--- config.mk ---
export PLATFORM = sky130hd
export DESIGN_NAME = match_logger_flat
export DESIGN_NICKNAME = d
export VERILOG_FILES = /design/src/rtl/match_logger_if.sv /design/src/rtl/match_logger.sv /design/src/flat_wrapper.sv
export SDC_FILE = /design/constraint.sdc
export NUM_CORES = 1
export LEC_CHECK = 0
export CORE_MARGIN = 5
export CORE_UTILIZATION = 27
export DETAILED_ROUTE_END_ITERATION = 10
export PLACE_DENSITY = 0.52
export SLEW_MARGIN = 20
export SYNTH_ARGS = -nofsm -noshare
export SYNTH_HDL_FRONTEND = slang
export SYNTH_SLANG_ARGS = --single-unit
--- constraint.sdc ---
create_clock -name clk -period 4.15 [get_ports clk]
set_clock_uncertainty 0.1 [all_clocks]
set_input_delay 1.0375 -clock clk [delete_from_list [all_inputs] [get_ports clk]]
set_output_delay 1.0375 -clock clk [all_outputs]
set_load 0.02 [all_outputs]
--- src/rtl/match_logger_if.sv ---
// Detector-side and host-side signals of match_logger bundled as one interface.
// The host (master) drives ans/clr/rd_en; the logger (slave) drives the rest.
interface match_logger_if #(
    parameter int CNT_W = 8,
    parameter int DUR_W = 8
) ();
    logic             ans;
    logic             clr;
    logic             rd_en;
    logic [DUR_W-1:0] rd_data;
    logic             empty;
    logic             full;
    logic             ovf;
    logic [CNT_W-1:0] match_cnt;
    logic             rise;

    modport master (
        output ans, clr, rd_en,
        input  rd_data, empty, full, ovf, match_cnt, rise
    );

    modport slave (
        input  ans, clr, rd_en,
        output rd_data, empty, full, ovf, match_cnt, rise
    );
endinterface

--- src/rtl/match_logger.sv ---
// Counts rising edges of ans, measures each run length and queues it in a show-ahead FIFO.
// Define MATCH_LOGGER_SAT_EN to make match_cnt and run_len saturate instead of wrap.
module match_logger #(
    parameter int CNT_W = 8,
    parameter int DUR_W = 8,
    parameter int DEPTH = 4
) (
    input logic          clk,
    input logic          rst_n,
    match_logger_if.slave bus
);
    localparam int AW = $clog2(DEPTH);

    typedef enum logic [1:0] {
        IDLE     = 2'd0,
        RUN      = 2'd1,
        WAIT_LOW = 2'd2
    } state_t;

    state_t           state;
    logic [DUR_W-1:0] run_len;
    logic [CNT_W-1:0] match_cnt;
    logic             rise;
    logic             ovf;
    logic [DUR_W-1:0] mem [DEPTH];
    logic [AW:0]      wr_ptr;
    logic [AW:0]      rd_ptr;
    logic [AW:0]      level;
    logic             empty;
    logic             full;
    logic             push;
    logic             pop;
    logic             accept;

    function automatic logic [CNT_W-1:0] cnt_inc(input logic [CNT_W-1:0] v);
`ifdef MATCH_LOGGER_SAT_EN
        return (&v) ? v : v + CNT_W'(1);
`else
        return v + CNT_W'(1);
`endif
    endfunction

    function automatic logic [DUR_W-1:0] dur_inc(input logic [DUR_W-1:0] v);
`ifdef MATCH_LOGGER_SAT_EN
        return (&v) ? v : v + DUR_W'(1);
`else
        return v + DUR_W'(1);
`endif
    endfunction

    // Pointers carry one extra wrap bit, so occupancy is a plain subtraction.
    assign level = wr_ptr - rd_ptr;
    assign empty = (level == '0);
    assign full  = level[AW];

    always_comb begin
        push   = 1'b0;
        pop    = 1'b0;
        accept = 1'b0;
        if (!bus.clr) begin
            push   = (state == RUN) && !bus.ans;
            pop    = bus.rd_en && !empty;
            accept = push && (!full || pop);
        end
    end

    always_ff @(posedge clk) begin
        if (accept) begin
            mem[wr_ptr[AW-1:0]] <= run_len;
        end
    end

    always_ff @(posedge clk or negedge rst_n) begin
        if (!rst_n) begin
            state     <= IDLE;
            run_len   <= '0;
            match_cnt <= '0;
            rise      <= 1'b0;
            ovf       <= 1'b0;
            wr_ptr    <= '0;
            rd_ptr    <= '0;
        end else if (bus.clr) begin
            // A run still high at clear must not be counted or pushed when it ends.
            state     <= bus.ans ? WAIT_LOW : IDLE;
            run_len   <= '0;
            match_cnt <= '0;
            rise      <= 1'b0;
            ovf       <= 1'b0;
            wr_ptr    <= '0;
            rd_ptr    <= '0;
        end else begin
            rise <= 1'b0;
            if (pop) begin
                rd_ptr <= rd_ptr + (AW + 1)'(1);
            end
            if (accept) begin
                wr_ptr <= wr_ptr + (AW + 1)'(1);
            end else if (push) begin
                ovf <= 1'b1;
            end
            case (state)
                IDLE: begin
                    if (bus.ans) begin
                        state     <= RUN;
                        run_len   <= DUR_W'(1);
                        match_cnt <= cnt_inc(match_cnt);
                        rise      <= 1'b1;
                    end
                end
                RUN: begin
                    if (bus.ans) begin
                        run_len <= dur_inc(run_len);
                    end else begin
                        state <= IDLE;
                    end
                end
                WAIT_LOW: begin
                    if (!bus.ans) begin
                        state <= IDLE;
                    end
                end
                default: state <= IDLE;
            endcase
        end
    end

    assign bus.rd_data   = empty ? '0 : mem[rd_ptr[AW-1:0]];
    assign bus.empty     = empty;
    assign bus.full      = full;
    assign bus.ovf       = ovf;
    assign bus.match_cnt = match_cnt;
    assign bus.rise      = rise;
endmodule
--- src/flat_wrapper.sv ---
// flat-port wrapper written by rule: the top's interface ports become plain ports
module match_logger_flat 
#(
    parameter int CNT_W = 8,
    parameter int DUR_W = 8,
    parameter int DEPTH = 4
)
  (clk, rst_n, bus_ans, bus_clr, bus_rd_en, bus_rd_data, bus_empty, bus_full, bus_ovf, bus_match_cnt, bus_rise);
  match_logger_if #(.CNT_W(CNT_W), .DUR_W(DUR_W)) bus_i ();
  input logic clk;
  input logic rst_n;
  input wire logic [$bits(bus_i.ans)-1:0] bus_ans;
  input wire logic [$bits(bus_i.clr)-1:0] bus_clr;
  input wire logic [$bits(bus_i.rd_en)-1:0] bus_rd_en;
  output wire logic [$bits(bus_i.rd_data)-1:0] bus_rd_data;
  output wire logic [$bits(bus_i.empty)-1:0] bus_empty;
  output wire logic [$bits(bus_i.full)-1:0] bus_full;
  output wire logic [$bits(bus_i.ovf)-1:0] bus_ovf;
  output wire logic [$bits(bus_i.match_cnt)-1:0] bus_match_cnt;
  output wire logic [$bits(bus_i.rise)-1:0] bus_rise;
  assign bus_i.ans = bus_ans;
  assign bus_i.clr = bus_clr;
  assign bus_i.rd_en = bus_rd_en;
  assign bus_rd_data = bus_i.rd_data;
  assign bus_empty = bus_i.empty;
  assign bus_full = bus_i.full;
  assign bus_ovf = bus_i.ovf;
  assign bus_match_cnt = bus_i.match_cnt;
  assign bus_rise = bus_i.rise;
  match_logger #(.CNT_W(CNT_W), .DUR_W(DUR_W), .DEPTH(DEPTH)) u_core (.clk(clk), .rst_n(rst_n), .bus(bus_i));
endmodule
Yosys cells after proc, flatten, opt, wreduce, memory -nomap -nowiden
Memory sizes are Yosys's and may differ from the RTL's.
Cells that the tools add are included.
{"block": "word_totals", "out_inout_bits": 20, "ff_bits": 26, "ramBits": 32, "mem_count": 1}
{"name": "u_core.mem", "words": 4, "width": 8, "read_ports": 1, "rd_ports_with_merged_regs": 0, "write_ports": 1, "line": "match_logger.sv:25", "rtl": "logic [DUR_W-1:0] mem [DEPTH];"}
{"block": "op_classes", "add_sub_neg": 5, "eq_ne": 6, "mux": 28, "reduce_logical": 20}
{"cell": "$mux W8", "count": 7}
{"cell": "$add A8 B1 Y8 const B", "count": 2}
{"cell": "$pmux W8 S2", "count": 1}
{"cell": "$mux W3", "count": 4}
{"cell": "$mux W1", "count": 11}
{"cell": "$reduce_bool A2 Y1", "count": 5}
{"cell": "$mux W2", "count": 4}
{"cell": "$add A3 B1 Y3 const B", "count": 2}
{"cell": "$ne A3 B3 Y1 const B", "count": 2}
{"cell": "$reduce_and A2 Y1", "count": 3}
{"cell": "$pmux W2 S2", "count": 1}
{"cell": "$logic_and A1 B1 Y1", "count": 3}
{"cell": "$logic_not A1 Y1", "count": 3}
{"cell": "$logic_not A3 Y1", "count": 1}
{"cell": "$ne A3 B2 Y1 const B", "count": 1}
{"cell": "$reduce_and A3 Y1", "count": 1}
{"cell": "$reduce_bool A3 Y1", "count": 1}
{"cell": "$sub A3 B3 Y3", "count": 1}
{"cell": "$eq A2 B1 Y1 const B", "count": 1}
{"cell": "$eq A2 B2 Y1 const B", "count": 1}
{"cell": "$logic_not A2 Y1", "count": 1}
{"cell": "$ne A2 B2 Y1 const B", "count": 1}
{"cell": "$reduce_or A2 Y1", "count": 1}
{"cell": "$logic_or A1 B1 Y1", "count": 1}

Depth between registers and ports, before layout
Gate-level depths: netlist of run 1.
{"block": "depth", "word_depth": 9, "depth_mapped": 9}

Worst setup path before layout of run 1
OpenSTA, ideal clock, no wires.
{"block": "synth_path", "path_kind": "reg-to-output", "startpoint": "reg u_core.wr_ptr[0]", "endpoint": "out bus_rd_data[0]", "t_required_ns": 3.013, "t_arrival_ns": 2.112, "stages_incl_launch_ff": 9, "slack_ns": 0.900, "cell_sequence": "dfrtp_1 -> inv_1 -> ha_1 -> fa_1 -> xnor3_1 -> inv_2 -> nor2_1 -> buf_2 -> nor2b_1"}
{"block": "synth_between", "elab_chain_len": 3}
{"item": "start: declaration", "line": "match_logger.sv:26", "rtl": "logic [AW:0] wr_ptr;"}
{"item": "start signal: assignment", "line": "match_logger.sv:97", "rtl": "wr_ptr <= wr_ptr + (AW + 1)'(1);"}
{"item": "$sub A3 B3 Y3", "line": "match_logger.sv:52", "rtl": "assign level = wr_ptr - rd_ptr;"}
{"item": "named net bus_full", "line": "flat_wrapper.sv:17", "rtl": "output wire logic [$bits(bus_i.full)-1:0] bus_full;"}
{"item": "$logic_not A3 Y1", "line": "match_logger.sv:53", "rtl": "assign empty = (level == '0);"}
{"item": "named net bus_empty", "line": "flat_wrapper.sv:16", "rtl": "output wire logic [$bits(bus_i.empty)-1:0] bus_empty;"}
{"item": "$mux W8", "line": "match_logger.sv:127", "rtl": "assign bus.rd_data = empty ? '0 : mem[rd_ptr[AW-1:0]];"}
{"item": "end: declaration", "line": "flat_wrapper.sv:15", "rtl": "output wire logic [$bits(bus_i.rd_data)-1:0] bus_rd_data;"}
The timed path passes the listed nets, and every way through them passes these cells.

Final worst setup path of run 1
{"block": "layout_path", "startpoint": "reg u_core.wr_ptr[0]", "endpoint": "out bus_rd_data[6]"}
{"block": "layout_between", "elab_chain_len": 3}
{"item": "$sub A3 B3 Y3", "line": "match_logger.sv:52"}
{"item": "$logic_not A3 Y1", "line": "match_logger.sv:53"}
{"item": "$mux W8", "line": "match_logger.sv:127"}
No other way between the ends.

==> insert_results.sql, run 1 <==
INSERT INTO impl_metrics (metric_group, metric, value, unit) VALUES
('status', 'status', 'finished, final reports clean', ''),
('setup_path', 'worstPathRequired', '3.01', 'ns'),
('floorplan', 'floorplan.initialDensity', '0.273', ''),
('setup_path', 'critical_path.max_fanout', '11', ''),
('setup_path', 'critical_path.endpoint_type', 'output port', ''),
('timing', 'worst_slew_pin_slew', '0.422', 'ns'),
('timing', 'relative_slew_slack', '0.719', ''),
('grt', 'first_global_vias', '1576', ''),
('layout', 'area.growth.synth_to_final', '22.5', '%'),
('logic_synthesis', 'postSynthRegisterBits', '58', ''),
('floorplan', 'pin_count', '25', ''),
('power_and_ir_drop', 'total_power_per_unit_cell_area', '454', 'nW/um2'),
('grt', 'grt_first_pass_wirelength', '8000', 'um'),
('logic_synthesis', 'yosys.cell_types.count', '39', ''),
('grt', 'grt-ovfl-total', '0', ''),
('drt', 'detail_route.first_pass.iterations', '4', ''),
('min_path', 'hold_class', 'reg2reg', ''),
('floorplan', 'coreArea', '9640', 'um2'),
('timing', 'min_period_over_period', '0.953', ''),
('layout', 'register_area', '1610', 'um2'),
('setup_path', 'worst-r2r-setup-slack', '1.52', 'ns'),
('logic_synthesis', 'number_of_enable_flip_flop_cells_after_synthesis', '32', ''),
('cts', 'post-cts-setup-buffers', '0', ''),
('timing', 'rsz0062_at_grt', 'no', ''),
('timing', 'fmax', '253', 'MHz'),
('cts', 'postcts_resize_cnt', '0', ''),
('drt', 'drt_iter0_drc', '49', ''),
('cts', 'holdBufCountCts', '0', ''),
('power_and_ir_drop', 'worst_ir_drop_vdd', '0.000144', 'V'),
('cts', 'worstSkewPairLatency', '0.34', 'ns'),
('drt', 'ant_nets', '0', ''),
('layout', 'antennaDiodeCount', '0', ''),
('logic_synthesis', 'synthesis.instances', '199', ''),
('layout', 'multi_input_comb_area', '963', 'um2'),
('logic_synthesis', 'mappedNetlistNets', '215', ''),
('timing', 'timing.final.max_slew_violations', '0', ''),
('logic_synthesis', 'synth_area', '2640', 'um2'),
('floorplan', 'die_h', '109', 'um'),
('logic_synthesis', 'postSynth.topFlopCell', 'edfxtp_1', ''),
('timing', 'setup-violations-final', '0', ''),
('setup_path', 'critical_path.reg2reg.startpoint', 'u_core.wr_ptr[0]$_DFFE_PN0P_', ''),
('placed_design', 'setup_slack_at_placement', '0.526', 'ns'),
('cts', 'tritoncts', 'done', ''),
('run', 'drv.max_cap_violation_count', '0', ''),
('grt', 'grt_antenna_before_repair', '0', ''),
('power_and_ir_drop', 'leakagePower', '1.22', 'nW'),
('timing', 'setup_tns', '0', 'ns'),
('floorplan', 'die_area', '11800', 'um2'),
('logic_synthesis', 'synth_seq_area_share', '0.611', ''),
('grt', 'grtUsageTotal', '0.0917', ''),
('setup_path', 'element_type_at_the_critical_path_start', 'register', ''),
('timing', 'worst_setup_slack_after_layout', '0.194', 'ns'),
('placed_design', 'gp_congestion', '0.740', ''),
('min_path', 'worst_hold_startpoint', 'u_core.bus.ovf$_DFFE_PN0P_', ''),
('placed_design', 'port_buffers', '24', ''),
('drt', 'postRouteWirelength', '4880', 'um'),
('floorplan', 'std_cell_rows', '36', ''),
('cts', 'cts-htree-levels', '3', ''),
('layout', 'n_fill_cell', '978', ''),
('setup_path', 'cp_data_arrival_time', '2.82', 'ns'),
('cts', 'max-clock-path-buffers', '2', ''),
('layout', 'finish.net_count', '249', ''),
('timing', 'final.min_clock_period', '3.96', 'ns'),
('drt', 'vias_per_cell', '4.19', ''),
('setup_path', 'startpoint', 'u_core.wr_ptr[0]$_DFFE_PN0P_', ''),
('cts', 'tritoncts.num_buffers', '9', ''),
('logic_synthesis', 'postSynth.asyncResetShare', '0.448', ''),
('logic_synthesis', 'synth.yosys.warnings', '0', ''),
('drt', 'num_vias', '1556', ''),
('setup_path', 'setup.worst_path.class', 'reg2out', ''),
('timing', 'finalHoldViolCount', '0', ''),
('logic_synthesis', 'avgSynthCellArea', '13.2', 'um2'),
('cts', 'cts-root-buf', 'clkbuf_8', ''),
('placed_design', 'detailed_place_hpwl', '3350', 'um'),
('cts', 'clock_transition_at_path_regs', '0.07', 'ns'),
('drt', 'routed_wire_length_per_instance', '13.1', 'um'),
('drt', 'post-route-drc-count', '0', ''),
('cts', 'clock_sink_count', '58', ''),
('grt', 'pin_count_of_the_biggest_net_entering_global_routing', '27', ''),
('layout', 'layout-drive-gt1-share', '0.143', ''),
('floorplan', 'die_x', '109', 'um');
## worst max-delay path, cell delays in order, from the launching register on
cell	delay, ns
dfrtp_1	0.38
inv_1	0.10
ha_1	0.21
fa_1	0.36
xnor3_1	0.42
inv_2	0.08
nor2_1	0.04
buf_4	0.16
nor2b_1	0.11
clkdlybuf4s50_1	0.61
## cell families after synthesis
group,synth area share
compound gates,0.0598
xor+xnor,0.0384
fa+ha+maj,0.0551
buf+inv,0.0232
flops,0.611
mux,0.0878
simple gates,0.124
## report_power, final
group	total (mW)	internal, mW	switching, mW
combinational	0.388	0.187	0.201
sequential	0.634	0.620	0.0138
clock	0.445	0.213	0.232
total	1.47	1.02	0.447
## layout make-up
class | instances | area share
multi-input combinational | 126 | 0.298
clock buffer | 9 | 0.0384
inverter | 7 | 0.00814
tap | 133 | 0.0515
timing repair buffer | 31 | 0.0907
sequential | 58 | 0.499
clock inverter | 7 | 0.0139
## stage by stage
stage	instance area [um2]	cells	power (mW)	hold WS [ns]	utilization
after floorplan	2640	199	0.884	0.415	-
after global placement	3060	355	1.04	0.411	0.317
final	3230	371	1.47	0.409	0.335
after detailed placement	3060	355	1.04	0.412	0.317
after global routing	3230	371	1.55	0.482	0.335
after CTS	3230	371	1.49	0.429	0.335
## layer usage
metal | share of wire | track usage | up-vias
li1 | - | - | 784
met1 | 0.47 | 0.117 | 736
met2 | 0.47 | 0.138 | 28
met3 | 0.045 | 0.0337 | 8
met4 | 0.013 | 0.0433 | 0
met5 | 0 | 0 | -
## cell usage in the layout (no fill, tap or decap), types with 2 or more instances in the layout
cell and instances:
mux4_2 8, nor2b_1 11, xnor2_1 2, nand2_1 12, and2_1 4, or3_1 4, a21oi_1 8, dfrtp_1 26
nor3_1 2, clkinvlp_4 3, nand4_1 2, o21ai_0 9, xor2_1 7, mux2i_1 4, o31ai_1 2, nand3_1 5
nor2_1 21, clkinv_2 2, clkbuf_8 9, ha_1 10, edfxtp_1 32, clkdlybuf4s50_1 24, buf_4 7, inv_1 6
## cell usage after synthesis, types with 2 or more instances
| library cell | count | area, um2 |
|---|---|---|
| mux2i_1 | 4 | 40.0 |
| a21oi_1 | 8 | 40.0 |
| dfrtp_1 | 26 | 651 |
| nor3_1 | 2 | 10.0 |
| clkbuf_1 | 3 | 11.3 |
| nor2b_1 | 11 | 68.8 |
| nand2_1 | 12 | 45.0 |
| nand3_1 | 5 | 25.0 |
| ha_1 | 10 | 125 |
| o31ai_1 | 2 | 15.0 |
| buf_2 | 3 | 15.0 |
| o21ai_0 | 9 | 45.0 |
| inv_1 | 6 | 22.5 |
| edfxtp_1 | 32 | 961 |
| and2_1 | 4 | 25.0 |
| xnor2_1 | 2 | 17.5 |
| nor2_1 | 21 | 78.8 |
| nand4_1 | 2 | 12.5 |
| mux4_2 | 8 | 180 |
| or3_1 | 4 | 25.0 |
| xor2_1 | 7 | 61.3 |
## flip-flops by register name, indices dropped and copies added, names as in the netlist
name and cells:
u_core.state 2, u_core.bus.match_cnt 8, u_core.bus.ovf 1, u_core.mem 32, u_core.rd_ptr 3, u_core.wr_ptr 3
u_core.bus.rise 1, u_core.run_len 8
## final timing paths
kind,endpoint,depth (start not counted)
max in group asynchronous,u_core.run_len[7]$_DFFE_PN0P_,2
worst min-delay path,u_core.bus.ovf$_DFFE_PN0P_,2
worst min register to register,u_core.bus.ovf$_DFFE_PN0P_,2
worst max-delay path,bus_rd_data[6],9
worst max register to register,u_core.mem[2][6]$_DFFE_PP_,7
min in group asynchronous,u_core.wr_ptr[1]$_DFFE_PN0P_,2
Power figures use the tool's default switching activity.
==> inputs of run 2 (changes only) <==
- PLACE_DENSITY: 0.52 -> unset
==> insert_results.sql, run 2 (synthesized netlist as in run 1, its figures left out) <==
INSERT INTO impl_metrics (metric_group, metric, value, unit) VALUES
('status', 'status', 'finished, final reports clean', ''),
('drt', 'vias_per_cell', '4.26', ''),
('timing', 'setup_tns', '0', 'ns'),
('setup_path', 'critPathCapture', 'bus_rd_data[5]', ''),
('grt', 'grt_first_pass_wirelength', '7760', 'um'),
('cts', 'worstSkewPairLatency', '0.32', 'ns'),
('power_and_ir_drop', 'comb_power_share', '0.255', ''),
('layout', 'postLayoutCellArea', '3250', 'um2'),
('placed_design', 'gp_congestion', '0.771', ''),
('grt', 'pin_count_of_the_biggest_net_entering_global_routing', '27', ''),
('setup_path', 'element_type_at_the_critical_path_start', 'register', ''),
('cts', 'cts-htree-levels', '3', ''),
('timing', 'relative_slew_slack', '0.556', ''),
('setup_path', 'critPathMaxStageDelay', '0.61', 'ns'),
('placed_design', 'port_buffers', '24', ''),
('layout', 'mostFrequentLayoutCell', 'edfxtp_1', ''),
('layout', 'layout_common_cells', 'edfxtp_1, dfrtp_1, clkdlybuf4s50_1', ''),
('power_and_ir_drop', 'total_power', '1.51', 'mW'),
('layout', 'finish.net_count', '249', ''),
('min_path', 'hold_class', 'reg2reg', ''),
('cts', 'tritoncts.num_buffers', '9', ''),
('timing', 'timing.final.max_slew_violations', '0', ''),
('power_and_ir_drop', 'leakagePower', '1.23', 'nW'),
('floorplan', 'floorplan.initialDensity', '0.273', ''),
('grt', 'grt-ovfl-total', '0', ''),
('placed_design', 'postPlaceCellArea', '3060', 'um2'),
('placed_design', 'detailed_place_hpwl', '3290', 'um'),
('power_and_ir_drop', 'internal_power', '1.08', 'mW'),
('cts', 'clock_transition_at_path_regs', '0.07', 'ns'),
('cts', 'postcts_resize_cnt', '0', ''),
('drt', 'postRouteWirelength', '4670', 'um'),
('run', 'drv.max_cap_violation_count', '0', ''),
('setup_path', 'critical_path.max_fanout', '11', ''),
('setup_path', 'cp_cell_sequence', 'inv_1, ha_1, fa_1, xnor3_1, inv_2, nor2_1, buf_4, nor2b_1, clkdlybuf4s50_1', ''),
('setup_path', 'cp.buffers_inverters', '4', ''),
('setup_path', 'worst-r2r-cell-count', '7', ''),
('cts', 'tritoncts', 'done', ''),
('layout', 'finalCoreUtilization', '0.337', ''),
('setup_path', 'worst-r2r-setup-slack', '1.49', 'ns'),
('layout', 'antennaDiodeCount', '0', ''),
('grt', 'grtUsageTotal', '0.0871', ''),
('setup_path', 'worstPathRequired', '3.01', 'ns'),
('drt', 'routed_wire_length_per_instance', '12.6', 'um'),
('drt', 'ant_nets', '0', ''),
('floorplan', 'pin_count', '25', ''),
('power_and_ir_drop', 'worst_ir_drop_vdd', '0.000149', 'V'),
('drt', 'post-route-drc-count', '0', ''),
('cts', 'clock_sink_count', '58', ''),
('cts', 'post-cts-setup-buffers', '0', ''),
('min_path', 'worst_hold_startpoint', 'u_core.bus.ovf$_DFFE_PN0P_', ''),
('power_and_ir_drop', 'switching_share', '0.283', ''),
('setup_path', 'critical_path.reg2reg.startpoint', 'u_core.wr_ptr[0]$_DFFE_PN0P_', ''),
('setup_path', 'critical_path.endpoint_type', 'output port', ''),
('power_and_ir_drop', 'net-switching-power', '427', 'uW'),
('timing', 'finalHoldViolCount', '0', ''),
('setup_path', 'regToRegEndpoint', 'u_core.mem[2][3]$_DFFE_PP_', ''),
('setup_path', 'cp_data_arrival_time', '2.81', 'ns'),
('timing', 'rsz0062_at_grt', 'no', ''),
('floorplan', 'coreArea', '9640', 'um2'),
('power_and_ir_drop', 'share_clk_of_total_power', '0.325', ''),
('layout', 'number_of_flip_flops_in_the_largest_register', '32', ''),
('setup_path', 'startpoint', 'u_core.wr_ptr[0]$_DFFE_PN0P_', ''),
('setup_path', 'worstSetupPathDepth', '9', ''),
('setup_path', 'setup.worst_path.class', 'reg2out', ''),
('drt', 'detail_route.first_pass.iterations', '3', ''),
('power_and_ir_drop', 'p_seq_frac', '0.420', ''),
('setup_path', 'critical-path-top-delay-family', 'buffers and inverters', ''),
('cts', 'holdBufCountCts', '0', ''),
('floorplan', 'std_cell_rows', '36', ''),
('timing', 'fmax', '253', 'MHz'),
('floorplan', 'die_h', '109', 'um'),
('layout', 'layout-drive-gt1-share', '0.134', ''),
('timing', 'min_period_over_period', '0.952', ''),
('drt', 'num_vias', '1580', ''),
('power_and_ir_drop', 'total_power_per_unit_cell_area', '465', 'nW/um2'),
('cts', 'max-clock-path-buffers', '2', ''),
('layout', 'area.growth.synth_to_final', '23.2', '%'),
('grt', 'grt_antenna_before_repair', '0', ''),
('floorplan', 'die_x', '109', 'um'),
('grt', 'first_global_vias', '1657', ''),
('floorplan', 'die_area', '11800', 'um2'),
('drt', 'drt_iter0_drc', '75', ''),
('timing', 'setup-violations-final', '0', ''),
('timing', 'final.min_clock_period', '3.95', 'ns'),
('setup_path', 'worst_path_max_delay_cell', 'clkdlybuf4s50_1', ''),
('cts', 'cts-root-buf', 'clkbuf_8', ''),
('timing', 'worst_slew_pin_slew', '0.664', 'ns');
## run 2: cell count changes in the layout (fill, tap and decap cells not counted)
cell,previous run,this run
clkbuf_1,0,2
clkinvlp_4,3,1
bufinv_16,0,1
clkinv_2,2,1
clkinv_4,0,1
inv_6,1,0
## run 2: routing by layer
layer / share of wire / up-vias / track usage
li1: - / 784 / -
met1: 0.43 / 767 / 0.100
met2: 0.52 / 23 / 0.146
met3: 0.036 / 6 / 0.0320
met4: 0.014 / 0 / 0.0388
met5: 0 / - / 0
## run 2: power by group through the flow
stage	combinational [mW]	sequential, mW	clock [mW]
detailed placement	0.397	0.646	0
global placement	0.394	0.645	0
floorplan	0.238	0.647	0
CTS	0.398	0.634	0.506
global route	0.427	0.635	0.530
finish	0.384	0.634	0.491
## run 2: area by class of cell
cell class / instances / area, um2
clock buffer: 11 / 131
clock inverter: 5 / 55.1
fill: 987 / 6390
inverter: 7 / 26.3
multi-input combinational: 126 / 963
sequential: 58 / 1610
tap: 133 / 166
timing repair buffer: 31 / 293
## run 2: worst min path at each step
stage	endpoint	cells after the start	slack, ns
6_report	u_core.bus.ovf$_DFFE_PN0P_	2	0.41
5_1_grt	u_core.bus.ovf$_DFFE_PN0P_	2	0.48
4_1_cts	u_core.bus.ovf$_DFFE_PN0P_	2	0.43
3_5_place_dp	u_core.bus.ovf$_DFFE_PN0P_	2	0.41
3_3_place_gp	u_core.bus.ovf$_DFFE_PN0P_	2	0.40
2_1_floorplan	u_core.mem[0][7]$_DFFE_PP_	0	0.42
## run 2: per-stage QoR
stage	worst slack, ns	std cells	hold slack [ns]
2_1_floorplan	0.900	199	0.415
3_3_place_gp	0.579	355	0.403
3_5_place_dp	0.511	355	0.414
4_1_cts	0.156	371	0.429
5_1_grt	0.0129	371	0.484
6_report	0.200	371	0.411
## run 2: worst register-to-register path, delay by kind of cell (launching register included)
family	cells	cell delay (ns)
AND/OR/NAND/NOR	2	0.59
adder cells (fa/ha/maj)	2	0.56
XOR/XNOR	1	0.45
flip-flops	1	0.38
AO/OA/AOI/OAI	1	0.12
buffers and inverters	1	0.11
==> inputs of run 3 (changes only) <==
- CELL_PAD_IN_SITES_DETAIL_PLACEMENT: unset -> 1
- CELL_PAD_IN_SITES_GLOBAL_PLACEMENT: unset -> 2
- PLACE_DENSITY_LB_ADDON: unset -> 0.1
==> insert_results.sql, run 3 (synthesized netlist as in run 1, its figures left out) <==
INSERT INTO impl_metrics (metric_group, metric, value, unit) VALUES
('status', 'status', 'finished, final reports clean', ''),
('timing', 'min_period_over_period', '0.959', ''),
('drt', 'drt_iter0_drc', '49', ''),
('setup_path', 'critical_path.endpoint_type', 'output port', ''),
('min_path', 'hold_ep', 'u_core.bus.ovf$_DFFE_PN0P_', ''),
('grt', 'grt_antenna_before_repair', '0', ''),
('timing', 'setup_tns', '0', 'ns'),
('setup_path', 'cp_cell_sequence', 'inv_1, ha_1, fa_1, xnor3_1, inv_2, nor2_1, buf_4, nor2b_1, clkdlybuf4s50_1', ''),
('layout', 'area.growth.synth_to_final', '24.0', '%'),
('timing', 'fmax', '251', 'MHz'),
('timing', 'setup-violations-final', '0', ''),
('min_path', 'holdPathStages', '2', ''),
('power_and_ir_drop', 'share_clk_of_total_power', '0.349', ''),
('cts', 'tritoncts', 'done', ''),
('min_path', 'hold_class', 'reg2reg', ''),
('run', 'drv.max_cap_violation_count', '0', ''),
('floorplan', 'pin_count', '25', ''),
('grt', 'grtUsageTotal', '0.106', ''),
('floorplan', 'floorplan.initialDensity', '0.273', ''),
('layout', 'finish.net_count', '249', ''),
('cts', 'tritoncts.num_buffers', '9', ''),
('drt', 'detail_route.first_pass.iterations', '4', ''),
('placed_design', 'postPlaceCellArea', '3060', 'um2'),
('setup_path', 'worst-r2r-setup-slack', '1.46', 'ns'),
('grt', 'first_global_vias', '1820', ''),
('layout', 'postLayoutCellArea', '3270', 'um2'),
('layout', 'layout_common_cells', 'edfxtp_1, dfrtp_1, clkdlybuf4s50_1', ''),
('setup_path', 'regToRegEndpoint', 'u_core.mem[2][2]$_DFFE_PP_', ''),
('cts', 'postcts_resize_cnt', '0', ''),
('grt', 'grt-ovfl-total', '0', ''),
('timing', 'rsz0062_at_grt', 'no', ''),
('setup_path', 'worst-r2r-cell-count', '7', ''),
('floorplan', 'die_x', '109', 'um'),
('timing', 'finalHoldViolCount', '0', ''),
('setup_path', 'critical-path-top-delay-family', 'buffers and inverters', ''),
('placed_design', 'setup_slack_at_placement', '0.485', 'ns'),
('layout', 'layout.cells.non_filler', '371', ''),
('drt', 'num_vias', '1635', ''),
('power_and_ir_drop', 'leakagePower', '1.24', 'nW'),
('drt', 'vias_per_cell', '4.41', ''),
('drt', 'postRouteWirelength', '5640', 'um'),
('floorplan', 'die_h', '109', 'um'),
('power_and_ir_drop', 'switching_share', '0.281', ''),
('cts', 'clock_transition_at_path_regs', '0.07', 'ns'),
('setup_path', 'element_type_at_the_critical_path_start', 'register', ''),
('cts', 'worstSkewPairLatency', '0.33', 'ns'),
('cts', 'cts-root-buf', 'clkbuf_8', ''),
('timing', 'hold_ws', '0.403', 'ns'),
('cts', 'max-clock-path-buffers', '2', ''),
('power_and_ir_drop', 'total_power_per_unit_cell_area', '485', 'nW/um2'),
('timing', 'worst_setup_slack_after_layout', '0.171', 'ns'),
('grt', 'pin_count_of_the_biggest_net_entering_global_routing', '27', ''),
('drt', 'routed_wire_length_per_instance', '15.2', 'um'),
('setup_path', 'critical_path.max_fanout', '11', ''),
('cts', 'cts-htree-levels', '3', ''),
('floorplan', 'die_area', '11800', 'um2'),
('setup_path', 'critical_path.reg2reg.startpoint', 'u_core.wr_ptr[0]$_DFFE_PN0P_', ''),
('placed_design', 'port_buffers', '24', ''),
('cts', 'post-cts-setup-buffers', '0', ''),
('power_and_ir_drop', 'comb_power_share', '0.251', ''),
('grt', 'grt_first_pass_wirelength', '9360', 'um'),
('setup_path', 'worst_path_max_delay_cell', 'clkdlybuf4s50_1', ''),
('power_and_ir_drop', 'internal_power', '1.14', 'mW'),
('power_and_ir_drop', 'total_power', '1.59', 'mW'),
('floorplan', 'coreArea', '9640', 'um2'),
('setup_path', 'cp_data_arrival_time', '2.84', 'ns'),
('timing', 'worst_slew_pin_slew', '0.446', 'ns'),
('layout', 'number_of_flip_flops_in_the_largest_register', '32', ''),
('cts', 'holdBufCountCts', '0', ''),
('layout', 'layout-drive-gt1-share', '0.139', ''),
('setup_path', 'critPathMaxStageDelay', '0.61', 'ns'),
('layout', 'antennaDiodeCount', '0', ''),
('layout', 'n_fill_cell', '1056', ''),
('power_and_ir_drop', 'worst_ir_drop_vdd', '0.000164', 'V'),
('placed_design', 'detailed_place_hpwl', '4040', 'um'),
('layout', 'finalCoreUtilization', '0.339', ''),
('power_and_ir_drop', 'net-switching-power', '445', 'uW'),
('setup_path', 'setup.worst_path.class', 'reg2out', ''),
('timing', 'relative_slew_slack', '0.703', ''),
('layout', 'mostFrequentLayoutCell', 'edfxtp_1', ''),
('drt', 'ant_nets', '0', ''),
('placed_design', 'numPlacedInstances', '355', ''),
('setup_path', 'cp.buffers_inverters', '4', ''),
('drt', 'post-route-drc-count', '0', ''),
('min_path', 'worst_hold_startpoint', 'u_core.bus.ovf$_DFFE_PN0P_', ''),
('setup_path', 'worstPathRequired', '3.01', 'ns'),
('timing', 'final.min_clock_period', '3.98', 'ns'),
('power_and_ir_drop', 'p_seq_frac', '0.400', ''),
('floorplan', 'std_cell_rows', '36', ''),
('placed_design', 'gp_congestion', '0.756', ''),
('timing', 'timing.final.max_slew_violations', '0', ''),
('cts', 'clock_sink_count', '58', '');
-- run 3: cell count changes in the layout (fill, tap and decap cells not counted) --
| cell | before | now |
|---|---|---|
| bufinv_16 | 1 | 2 |
| clkbuf_1 | 2 | 1 |
| clkinv_2 | 1 | 2 |
| clkinv_4 | 1 | 0 |
-- run 3: how the worst max path moves through the flow --
stage,from,to,cells past startpoint
final,u_core.wr_ptr[0]$_DFFE_PN0P_,bus_rd_data[5],9
after CTS,u_core.wr_ptr[0]$_DFFE_PN0P_,bus_rd_data[3],9
after floorplan,u_core.wr_ptr[0]$_DFFE_PN0P_,bus_rd_data[0],8
after global routing,u_core.wr_ptr[0]$_DFFE_PN0P_,bus_rd_data[5],9
after global placement,u_core.wr_ptr[0]$_DFFE_PN0P_,bus_rd_data[6],9
after detailed placement,u_core.wr_ptr[0]$_DFFE_PN0P_,bus_rd_data[3],9
-- run 3: layout make-up --
class | instances | area (um2) | area share
clock buffers | 10 | 128 | 0.0390
clock inverters | 6 | 81.3 | 0.0249
inverters | 7 | 26.3 | 0.00804
multi-input cells | 126 | 963 | 0.295
flip-flops and latches | 58 | 1610 | 0.493
well taps | 133 | 166 | 0.0509
repair buffers | 31 | 293 | 0.0896
-- run 3: power by group through the flow --
stage / Combinational [mW] / Clock (mW) / Sequential (mW)
after global placement: 0.399 / 0 / 0.644
after global routing: 0.435 / 0.598 / 0.636
final: 0.398 / 0.554 / 0.634
after CTS: 0.409 / 0.576 / 0.634
after detailed placement: 0.409 / 0 / 0.646
after floorplan: 0.238 / 0 / 0.647
-- run 3: layer usage --
layer	global-route usage	part of all wire
met2	0.188	0.53
met3	0.0337	0.044
met4	0.0406	0.0055
met1	0.117	0.42
met5	0	0
-- run 3: tightest hold or removal path: stages (launching register included) --
cell and delay [ns]:
dfrtp_1 0.35, a21oi_1 0.04, nor2_1 0.07
